===== config.mk =====
export PLATFORM = sky130hd
export DESIGN_NAME = fetch_mem_bridge
export DESIGN_NICKNAME = d
export VERILOG_FILES = /design/src/rtl/mmix_mem_pkg.sv /design/src/rtl/fetch_mem_bridge.sv
export SDC_FILE = /design/constraint.sdc
export NUM_CORES = 1
export LEC_CHECK = 0
export CORE_MARGIN = 2
export CORE_UTILIZATION = 46
export DETAILED_ROUTE_END_ITERATION = 8
export PLACE_DENSITY_LB_ADDON = 0.1
export SLEW_MARGIN = 40
export SYNTH_ARGS = -nofsm -noshare
export SYNTH_HDL_FRONTEND = slang
export SYNTH_SLANG_ARGS = --single-unit

===== constraint.sdc =====
create_clock -name clk -period 2.25 [get_ports clk]
set_clock_uncertainty 0.05 [all_clocks]
set_input_delay 0.225 -clock clk [delete_from_list [all_inputs] [get_ports clk]]
set_output_delay 0.225 -clock clk [all_outputs]
set_load 0.05 [all_outputs]

===== src/rtl/mmix_mem_pkg.sv =====
// mmix_mem_pkg: MMIX access sizes, address alignment and big-endian lane extraction
package mmix_mem_pkg;
  typedef enum logic [1:0] {SZ_BYTE, SZ_WYDE, SZ_TETRA, SZ_OCTA} mem_size_t;
  function automatic logic [63:0] align_addr(input logic [63:0] addr, input mem_size_t size);
    return addr & ~((64'd1 << size) - 64'd1);
  endfunction
  function automatic logic [63:0] extract_lane(input logic [31:0] word, input logic [1:0] offset, input mem_size_t size);
    logic [7:0] b;
    b = 8'(word >> {~offset, 3'b000});
    return size == SZ_BYTE ? {56'd0, b} :
           size == SZ_WYDE ? {48'd0, offset[1] ? word[15:0] : word[31:16]} : {32'd0, word};
  endfunction
endpackage


===== src/rtl/fetch_mem_bridge.sv =====
// fetch_mem_bridge: single-outstanding MMIX read port (mem_*) to 32-bit pipelined Avalon-MM master (avm_*), one or two beats per read
module fetch_mem_bridge
  import mmix_mem_pkg::*;
#(
  parameter int ADDR_W = 24
) (
  input  logic              clk,
  input  logic              reset,
  input  logic [63:0]       mem_address,
  input  logic [1:0]        mem_datasize,
  input  logic              mem_read,
  output logic [63:0]       mem_readdata,
  output logic              mem_done,
  output logic [ADDR_W-1:0] avm_address,
  output logic              avm_read,
  input  logic              avm_waitrequest,
  input  logic [31:0]       avm_readdata,
  input  logic              avm_readdatavalid
);
  typedef enum logic [2:0] {IDLE, REQ0, WAIT0, REQ1, WAIT1, DONE} state_t;
  state_t            r_state;
  mem_size_t         r_size;
  logic [1:0]        r_off;
  logic [31:0]       r_word0;
  logic              r_armed;
  logic [ADDR_W-1:0] w_a;
  assign w_a = ADDR_W'(align_addr(mem_address, mem_size_t'(mem_datasize)));
  always_ff @(posedge clk) begin
    if (reset) begin
      r_state      <= IDLE;
      r_size       <= SZ_BYTE;
      r_off        <= 2'd0;
      r_word0      <= 32'd0;
      r_armed      <= 1'b1;
      avm_read     <= 1'b0;
      avm_address  <= '0;
      mem_done     <= 1'b0;
      mem_readdata <= 64'd0;
    end else begin
      mem_done <= 1'b0;
      if (!mem_read) r_armed <= 1'b1;
      case (r_state)
        IDLE: if (mem_read && r_armed) begin
          r_armed     <= 1'b0;
          r_size      <= mem_size_t'(mem_datasize);
          r_off       <= w_a[1:0];
          avm_address <= {w_a[ADDR_W-1:2], 2'b00};
          avm_read    <= 1'b1;
          r_state     <= REQ0;
        end
        REQ0, REQ1: if (!avm_waitrequest) begin
          avm_read <= 1'b0;
          r_state  <= r_state == REQ0 ? WAIT0 : WAIT1;
        end
        WAIT0: if (avm_readdatavalid) begin
          if (r_size == SZ_OCTA) begin
            r_word0     <= avm_readdata;
            avm_address <= avm_address + ADDR_W'(4);
            avm_read    <= 1'b1;
            r_state     <= REQ1;
          end else begin
            mem_readdata <= extract_lane(avm_readdata, r_off, r_size);
            mem_done     <= 1'b1;
            r_state      <= DONE;
          end
        end
        WAIT1: if (avm_readdatavalid) begin
          mem_readdata <= {r_word0, avm_readdata};
          mem_done     <= 1'b1;
          r_state      <= DONE;
        end
        DONE: r_state <= IDLE;
        default: r_state <= IDLE;
      endcase
    end
  end
endmodule


Word level (Yosys, flattened, before mapping)
Cells that the tools add are included.
- flip-flop bits (word level): 130
- input bits: 103
- output and inout bits: 90
- logic and storage cells: 71
- $add $sub $neg: 2
- eq/ne operators: 12
- shift operators: 2
- multiplexer cells: 30
- bitwise logic cells: 3
- reduce and logical (&&, ||, !) cells: 13
- operator list (operator ; count):
    $mux 64 ; 3
    $pmux 64 s2 ; 1
    $mux 24 ; 3
    $mux 32 ; 2
    $pmux 24 s2 ; 1
    $shr 32x5->8 ; 1
    $add 24x3->24 const B ; 1
    $and 24x24->24 ; 1
    $not 24->24 ; 1
    $shl 1x2->24 const A ; 1
    $sub 24x1->24 const B ; 1
    $mux 3 ; 6
    $mux 16 ; 1
    $ne 2x2->1 const B ; 6
    $pmux 3 s4 ; 1
    $reduce_and 4->1 ; 3
    $mux 1 ; 10
    $eq 3x2->1 const B ; 2
    $reduce_and 5->1 ; 1
    $reduce_bool 2->1 ; 2
    $eq 3x1->1 const B ; 1
    $eq 3x3->1 const B ; 1
    $logic_not 3->1 ; 1
    $pmux 1 s3 ; 1
    other kinds (10) ; 10

Depth between registers and ports, before layout
Gate-level depths: netlist of the first run.
- depth in word-level cells: 6
- mapped depth: 8
- depth with buffers taken out: 7

Least setup slack after synthesis of the first run
OpenSTA, ideal clock, no wires.
- path type: register to register
- start point: register avm_address[2]
- end point: register avm_address[22]
- setup time: 0.133 ns
- arrival time: 2.070 ns
- data required time: 2.067 ns
- path slack: -0.002 ns
- stages on the path, launching flop included: 7
- buffers on the path: 0
- cells stage by stage: dfxtp_1 ha_1 nand4_1 nor4_2 a41oi_1 o21ai_0 a31oi_1
- cells in the longest elaborated chain, start to end: 4
- RTL lines (element ; line ; text):
    start: declaration ; fetch_mem_bridge.sv:14 ; output logic [ADDR_W-1:0] avm_address,
    start signal: assignment ; fetch_mem_bridge.sv:47 ; avm_address <= {w_a[ADDR_W-1:2], 2'b00};
    start signal: assignment ; fetch_mem_bridge.sv:58 ; avm_address <= avm_address + ADDR_W'(4);
    $add 24x3->24 ; fetch_mem_bridge.sv:58 ;
    $mux 24 ; fetch_mem_bridge.sv:56 ; if (r_size == SZ_OCTA) begin
    $mux 24 ; fetch_mem_bridge.sv:55 ; WAIT0: if (avm_readdatavalid) begin
    $pmux 24 s2 ; fetch_mem_bridge.sv:42 ; case (r_state)
No other way between the ends. The select of a mux whose other input is x is not followed.
A chain may end at the register's enable or synchronous reset.

Worst setup path in the final report of the first run
- start point: register r_state[1]
- end point: register mem_readdata[45]
- cells in the longest elaborated chain, start to end: 3
- RTL lines (element ; line ; text):
    start: declaration ; fetch_mem_bridge.sv:21 ; state_t r_state;
    start signal: assignment ; fetch_mem_bridge.sv:53 ; r_state <= r_state == REQ0 ? WAIT0 : WAIT1;
    $eq 3x2->1 / $eq 3x3->1 (equally long branches) ; fetch_mem_bridge.sv:42 ;
    $ne 2x2->1 (no line) / $reduce_bool 2->1 (equally long branches) ; n/a ;
    $reduce_and 4->1 (no line) ; n/a ;
    end signal: assignment ; fetch_mem_bridge.sv:62 ; mem_readdata <= extract_lane(avm_readdata, r_off, r_size);
    end signal: assignment ; fetch_mem_bridge.sv:68 ; mem_readdata <= {r_word0, avm_readdata};
    end: declaration ; fetch_mem_bridge.sv:12 ; output logic [63:0] mem_readdata,
Parallel ways exist; a longest one is shown, timed or not.

==> results of run 1 <==
## worst max-delay path: stages, from the launching register on
cell,delay (ns)
dfxtp_1,0.37
buf_4,0.16
nand2b_1,0.09
a21oi_1,0.49
o21ai_4,0.22
buf_4,0.30
a22oi_1,0.21
nor2_1,0.07
## layout by cell type, fill, tap and decap left out, types with 6 or more instances in the layout
cell / count
a22oi_1: 35
nor2_1: 68
clkbuf_16: 17
mux4_2: 8
clkdlybuf4s50_1: 149
mux2i_1: 11
nand2b_1: 6
a222oi_1: 8
a211oi_1: 9
dfxtp_1: 127
a21oi_1: 84
or3_1: 12
nand2_1: 119
nand3_1: 29
nand4_1: 8
buf_4: 37
o21ai_0: 17
nor3_1: 9
## path summary, 6_finish.rpt
| path | end | slack [ns] | from | cells after the start |
|---|---|---|---|---|
| setup / recovery | mem_readdata[45] | 0.16 | r_state[1] | 7 |
| hold / removal | avm_address[15] | 0.13 | reset | 2 |
| setup reg to reg | mem_readdata[45] | 0.16 | r_state[1] | 7 |
| hold reg to reg | r_word0[16] | 0.41 | r_word0[16] | 2 |
## timing repair
item,4_1_cts,5_1_grt
resized for setup,0,1
setup endpoints to repair,0,8
hold endpoints to repair,0,0
## sequential cells by signal (all words and copies together) (netlist names)
signal	cells
mem_readdata	64
r_word0	32
avm_address	22
r_state	3
r_off	2
r_size	2
avm_read	1
mem_done	1
r_armed	1
## Yosys cell counts, types with 6 or more instances
cell,number,share of area
nor2_1,69,0.046
nor3_1,9,0.0079
nand2_1,119,0.079
dfxtp_1,128,0.45
nand3_1,29,0.026
a222oi_1,8,0.014
or3_1,12,0.013
mux2i_1,11,0.019
clkbuf_1,39,0.026
buf_2,10,0.0088
a211oi_1,9,0.012
nand4_1,8,0.0088
buf_1,7,0.0046
mux4_2,8,0.032
o21ai_0,18,0.016
nand2b_1,6,0.0066
a22oi_1,35,0.046
a21oi_1,84,0.074
## through the flow
stage,total power (uW),utilization,setup WS (ns),instance area [sq um],hold WS (ns)
finish,6840,0.674,0.158,8090,0.132
CTS,6830,0.673,0.130,8080,0.109
floorplan,3380,-,0.000845,5690,0.262
global placement,3890,0.620,0.204,7440,0.392
global route,7080,0.674,0.0293,8090,0.123
detailed placement,3920,0.620,0.154,7440,0.395
## cell families after synthesis
kind of cell,synth area share
XOR/XNOR,0.00154
multiplexers,0.0511
buffers and inverters,0.0504
adder cells (fa/ha/maj),0.00617
AND/OR/NAND/NOR,0.227
AO/OA/AOI/OAI,0.212
other,0.000660
flip-flops,0.451
## layout make-up
| class | instances | area, sq um |
|---|---|---|
| clock buffers | 23 | 478 |
| inverters | 3 | 11.3 |
| fillers | 968 | 3920 |
| flip-flops and latches | 128 | 2560 |
| well taps | 147 | 184 |
| repair buffers | 189 | 1830 |
| multi-input cells | 494 | 2870 |
| clock inverters | 9 | 155 |
## layer usage
layer,vias up,GRT usage,part of all wire
met1,2728,0.338,0.40
met4,0,0.101,0.027
met5,-,0,0
met2,266,0.455,0.48
li1,2745,-,-
met3,44,0.0912,0.087
## where the power goes
group / switching (uW) / internal [uW] / leakage, uW
combinational: 861 / 541 / 0.00142
clock: 987 / 1940 / 0.000307
sequential: 140 / 2370 / 0.00104
==> metrics.csv, run 1 <==
stage,metric,value,unit
synthesis,ys_types,59,
synthesis,synth_area_per_cell,8.29,sq um
cts,cts_max_level,4,
die,initial_core_util,0.473,
cts,cts.sinks,128,
timing,min_period_over_period,0.930,
die,ios,193,
routing,drcViolationCount,0,
setup_path,cp.required,2.49,ns
cts,clockRootBuffer,clkbuf_16,
setup_path,crit_type,reg -> reg,
placed_design,port_buffers,150,
power,p_leak,0.00276,uW
die,die_area,0.0133,sq mm
routing,dr.first_iter.drc_count,528,
setup_path,cp_max_fo,27,
timing,rsz0062_at_grt,no,
synthesis,synthFlopType,dfxtp_1,
routing,dr.pass1.iters,9,
run_status,run_status,"complete, no violations",
routing,wl,18.5,mm
timing,relSlewSlack,0.528,
cts,numCtsBuffers,17,
global_route,grt_pass1_vias,5576,
cts,cts_tree,built,
global_route,grt_pass1_wl,28.3,mm
cts,hold_buffers,0,
die,die_w,115,microns
timing,setup_tns,0,ns
timing,finalSetupViolCount,0,
routing,ant_nets,0,
timing,final-hold-violation-count,0,
synthesis,ys_ff_latch,128,
power,peakVddDrop,0.596,mV
synthesis,ys_warn_count,0,
timing,drv_slew,0,
routing,via_per_inst,5.82,
timing,tightest_slew,0.708,ns
timing,max_freq,0.478,GHz
cts,post_cts_buffers,0,
die,core_area,0.0120,sq mm
timing,post-route-min-period,2.09,ns
finish,layout.cells.non_filler,993,
synthesis,synthArstFlopShare,0,
power,power_density,845,mW/mm^2
finish,area_growth,42.5,%
setup_path,end_kind,flop,
synthesis,synth_edf_count,0,
hold_path,holdCritPathClass,in -> reg,
routing,num_vias,5783,
global_route,overflow,0,
placed_design,gp_congestion,0.873,
cts,clk_path_buf_depth,2,
finish,num_antenna_cells,0,
synthesis,netlist_area,0.00568,sq mm
setup_path,cp.arrival,2.34,ns
synthesis,yosysSeqAreaShare,0.451,
cts,insertion_delay,0.42,ns
die,num_rows,40,
cts,clkTransAtPathRegs,0.06,ns
synthesis,syn_inst,685,
placed_design,dp.cells,960,
finish,drive_gt1_frac,0.118,
global_route,antenna_found_initial,0,
die,die_y,115,microns
flow_run,maxCapViolations,0,
setup_path,critPathLaunchType,flop,
finish,fin_nets,938,
placed_design,hpwl,12.8,mm
global_route,grtUsageTotal,0.276,
global_route,grt_max_degree,80,
routing,wl_per_cell,18.6,microns
Note: power is estimated with default switching activity, not from simulation.
==> run 2, diff against run 1 <==
--- a/config.mk
+++ b/config.mk
@@ -5,8 +5,10 @@
 export SDC_FILE = /design/constraint.sdc
 export NUM_CORES = 1
 export LEC_CHECK = 0
+export ABC_AREA = 1
 export CORE_MARGIN = 2
 export CORE_UTILIZATION = 46
+export CTS_CLUSTER_DIAMETER = 150
 export DETAILED_ROUTE_END_ITERATION = 8
 export PLACE_DENSITY_LB_ADDON = 0.1
 export SLEW_MARGIN = 40
==> run 2 against run 1 <==
- synthesized cell count rose by 25%
- sequential share of layout area fell by 0.34 points
- clock-buffer cell count fell by 6
- global-route usage fell by 1.4 points
- wire length fell by 2.0%
- first-iteration DRC count rose by 7.0%
- combinational power rose to 2.6 times the previous value
- power rose by 39%
==> metrics.csv, run 2 <==
stage,metric,value,unit,change
setup_path,cp_max_fo,8,,-70%
timing,post-route-min-period,2.05,ns,-0.0415 ns
power,swShare,0.405,,+0.114
synthesis,ys_warn_count,0,,unchanged
synthesis,yosysSeqAreaShare,0.434,,-0.0175
power,clockPowerShare,0.310,,-0.118
synthesis,synth.top_cell.area_share,0.434,,-0.0175
cts,insertion_delay,0.42,ns,about the same
finish,drive_gt1_frac,0.0666,,-0.0516
finish,final_cell_mix,"221 x nand2_1, 149 x clkdlybuf4s50_1, 128 x dfxtp_1, 114 x a21oi_1, 100 x o21ai_0",,
cts,clk_path_buf_depth,2,,unchanged
cts,numCtsBuffers,17,,unchanged
global_route,top_usage_layer,met2,,
setup_path,crit_type,reg -> out,,
synthesis,netlist_area,0.00591,sq mm,+4.0%
routing,via_per_inst,5.34,,-8.3%
setup_path,cp.arrival,1.78,ns,-0.56 ns
synthesis,synth_edf_count,0,,unchanged
timing,relSlewSlack,0.507,,-0.0209
power,p_seq_frac,0.313,,-0.054
power,comb_power_share,0.377,,+0.172
die,die_area,0.0138,sq mm,+3.9%
setup_path,cpMaxStageDelayCell,clkdlybuf4s50_1,,
synthesis,synthArstFlopShare,0,,unchanged
setup_path,path_cells,clkdlybuf4s50_1,,
timing,setup_tns,0,ns,unchanged
finish,area_growth,38.4,%,
timing,final-hold-violation-count,0,,unchanged
power,power_density,1160,mW/mm^2,+38%
global_route,grt_max_degree,67,,-16%
global_route,grt_pass1_wl,28.9,mm,+2.4%
power,peakVddDrop,0.737,mV,+24%
global_route,overflow,0,,unchanged
cts,cts_resized,0,,unchanged
synthesis,ys_ff_latch,128,,unchanged
routing,dr.first_iter.drc_count,565,,+7.0%
setup_path,max_stage_delay,0.86,ns,+0.37 ns
placed_design,hpwl,12.4,mm,-3.1%
finish,largest_registers,"mem_readdata: 64 flops, r_word0: 32 flops, avm_address: 22 flops",,
finish,num_antenna_cells,0,,unchanged
global_route,use_met1,0.348,,+0.00991
cts,hold_buffers,0,,unchanged
hold_path,whs_endpoint,r_armed,,
cts,cts_max_level,4,,unchanged
cts,post_cts_buffers,0,,unchanged
synthesis,yosys.cell_count.top_type,nand2_1,,
routing,drcViolationCount,0,,unchanged
timing,tightest_slew,0.739,ns,+0.0313 ns
cts,clkTransAtPathRegs,0.06,ns,about the same
timing,min_period_over_period,0.911,,-0.0185
setup_path,r2r_cells,9,,+2
setup_path,r2r_start,r_state[0],,
global_route,met3_usage,0.0696,,-0.0216
synthesis,yosysTopAreaCell,dfxtp_1,,
setup_path,cp_num_buf_inv,1,,-1
global_route,grt_pass1_vias,5669,,+1.7%
setup_path,r2r_slack,0.36,ns,+0.20 ns
cts,cts.sinks,128,,unchanged
routing,dr.pass1.iters,5,,-4
synthesis,syn_inst,857,,+25%
die,num_rows,41,,+2.5%
routing,wl_per_cell,15.4,microns,-17%
hold_path,worstHoldStart,mem_read,,
power,power_switching,3850,uW,+94%
power,p_leak,0.00315,uW,+14%
routing,num_vias,6294,,+8.8%
global_route,met2_usage,0.404,,-0.0506
timing,drv_slew,0,,unchanged
placed_design,dp.cells,1146,,+19%
routing,ant_nets,0,,unchanged
timing,rsz0062_at_grt,no,,
placed_design,port_buffers,150,,unchanged
die,die_y,117,microns,+1.9%
setup_path,critPathLaunchType,flop,,
cts,clockRootBuffer,clkbuf_16,,
synthesis,synthTopCellsByArea,"dfxtp_1 43%, nand2_1 14%, a21oi_1 9.7%, o21ai_0 8.5%, nor2_1 4.1%",,
setup_path,end_kind,output port,,
die,initial_core_util,0.470,,-0.00274
run_status,run_status,"complete, no violations",,
synthesis,synth_area_per_cell,6.90,sq um,-17%
placed_design,gp_congestion,0.903,,+3.5%
finish,largest_register_ffs,64,,unchanged
global_route,grtUsageTotal,0.262,,-0.0142
setup_path,cp.required,1.98,ns,-0.51 ns
global_route,antenna_found_initial,0,,unchanged
cts,cts_tree,built,,
finish,layout.cells.non_filler,1178,,+19%
timing,finalSetupViolCount,0,,unchanged
synthesis,ys_types,34,,-42%
die,die_w,117,microns,+1.9%
finish,fin_nets,1098,,+17%
setup_path,r2r_end,mem_readdata[16],,
die,core_area,0.0126,sq mm,+4.6%
finish,top_register,mem_readdata,,
die,ios,193,,unchanged
power,p_int,5660,uW,+17%
flow_run,maxCapViolations,0,,unchanged
finish,final_common_cell,nand2_1,,
hold_path,holdCritPathClass,in -> reg,,
routing,wl,18.1,mm,-2.0%
synthesis,synthFlopType,dfxtp_1,,
timing,max_freq,0.488,GHz,+2.0%
setup_path,cpLargestDelayFamily,buffers and inverters,,
synthesis,yosys-top-cells-count,"221 x nand2_1, 128 x dfxtp_1, 114 x a21oi_1",,
hold_path,whs_path_depth,2,,unchanged
==> run 2: power groups by stage <==
stage,Sequential (uW),Combinational (uW),Clock (uW)
floorplan,4000,1370,0
global placement,3000,3540,0
detailed placement,3000,3550,0
CTS,2960,3580,2980
global route,3020,3850,3110
finish,2980,3590,2950
==> run 2: how the worst max path moves through the flow <==
stage	slack (ns)	depth (start not counted)	start	end
after floorplan	0.31	10	avm_address[2]	avm_address[22]
after global placement	0.38	8	mem_read	avm_address[13]
after detailed placement	0.38	8	mem_read	avm_address[13]
after CTS	0.19	1	avm_address[16]	avm_address[16]
after global routing	0.15	9	r_state[0]	mem_readdata[16]
final	0.20	1	avm_address[16]	avm_address[16]
==> run 2: cell type report <==
class	count	area (sq um)
clock buffer	17	425
clock inverter	15	206
fill	1181	4390
inverter	66	248
multi-input combinational	612	2870
sequential	128	2560
tap	172	215
timing repair buffer	168	1660
==> run 2: per-layer routing <==
layer,vias to the layer above,part of all wire
met4,0,0.026
met1,2855,0.43
met3,34,0.088
met5,-,0
met2,284,0.46
li1,3121,-
==> run 2: metrics by stage <==
step	utilization	setup WS [ns]	hold slack, ns	cell area [sq um]	power, uW
floorplan	-	0.315	0.275	5910	5370
global placement	0.600	0.375	0.399	7550	6540
detailed placement	0.600	0.384	0.401	7550	6560
CTS	0.651	0.192	0.324	8180	9520
global route	0.651	0.146	0.344	8180	9980
finish	0.651	0.200	0.332	8180	9510
==> run 2: cell families (layout without fill, tap and decap cells) <==
family | Yosys count | after routing | share of synthesized area
AO/OA/AOI/OAI | 256 | 256 | 0.232
adder cells (fa/ha/maj) | 2 | 2 | 0.00423
AND/OR/NAND/NOR | 351 | 351 | 0.244
flip-flops | 128 | 128 | 0.434
other | 1 | 2 | 0.000634
buffers and inverters | 118 | 266 | 0.0840
XOR/XNOR | 1 | 1 | 0.00148
==> run 3, diff against run 2 <==
--- a/config.mk
+++ b/config.mk
@@ -10,6 +10,7 @@
 export CORE_UTILIZATION = 46
 export CTS_CLUSTER_DIAMETER = 150
 export DETAILED_ROUTE_END_ITERATION = 8
+export HOLD_SLACK_MARGIN = 0.03
 export PLACE_DENSITY_LB_ADDON = 0.1
 export SLEW_MARGIN = 40
 export SYNTH_ARGS = -nofsm -noshare
==> results of run 3 <==
The final DEF is identical to that of run 2; final timing and power are the same.
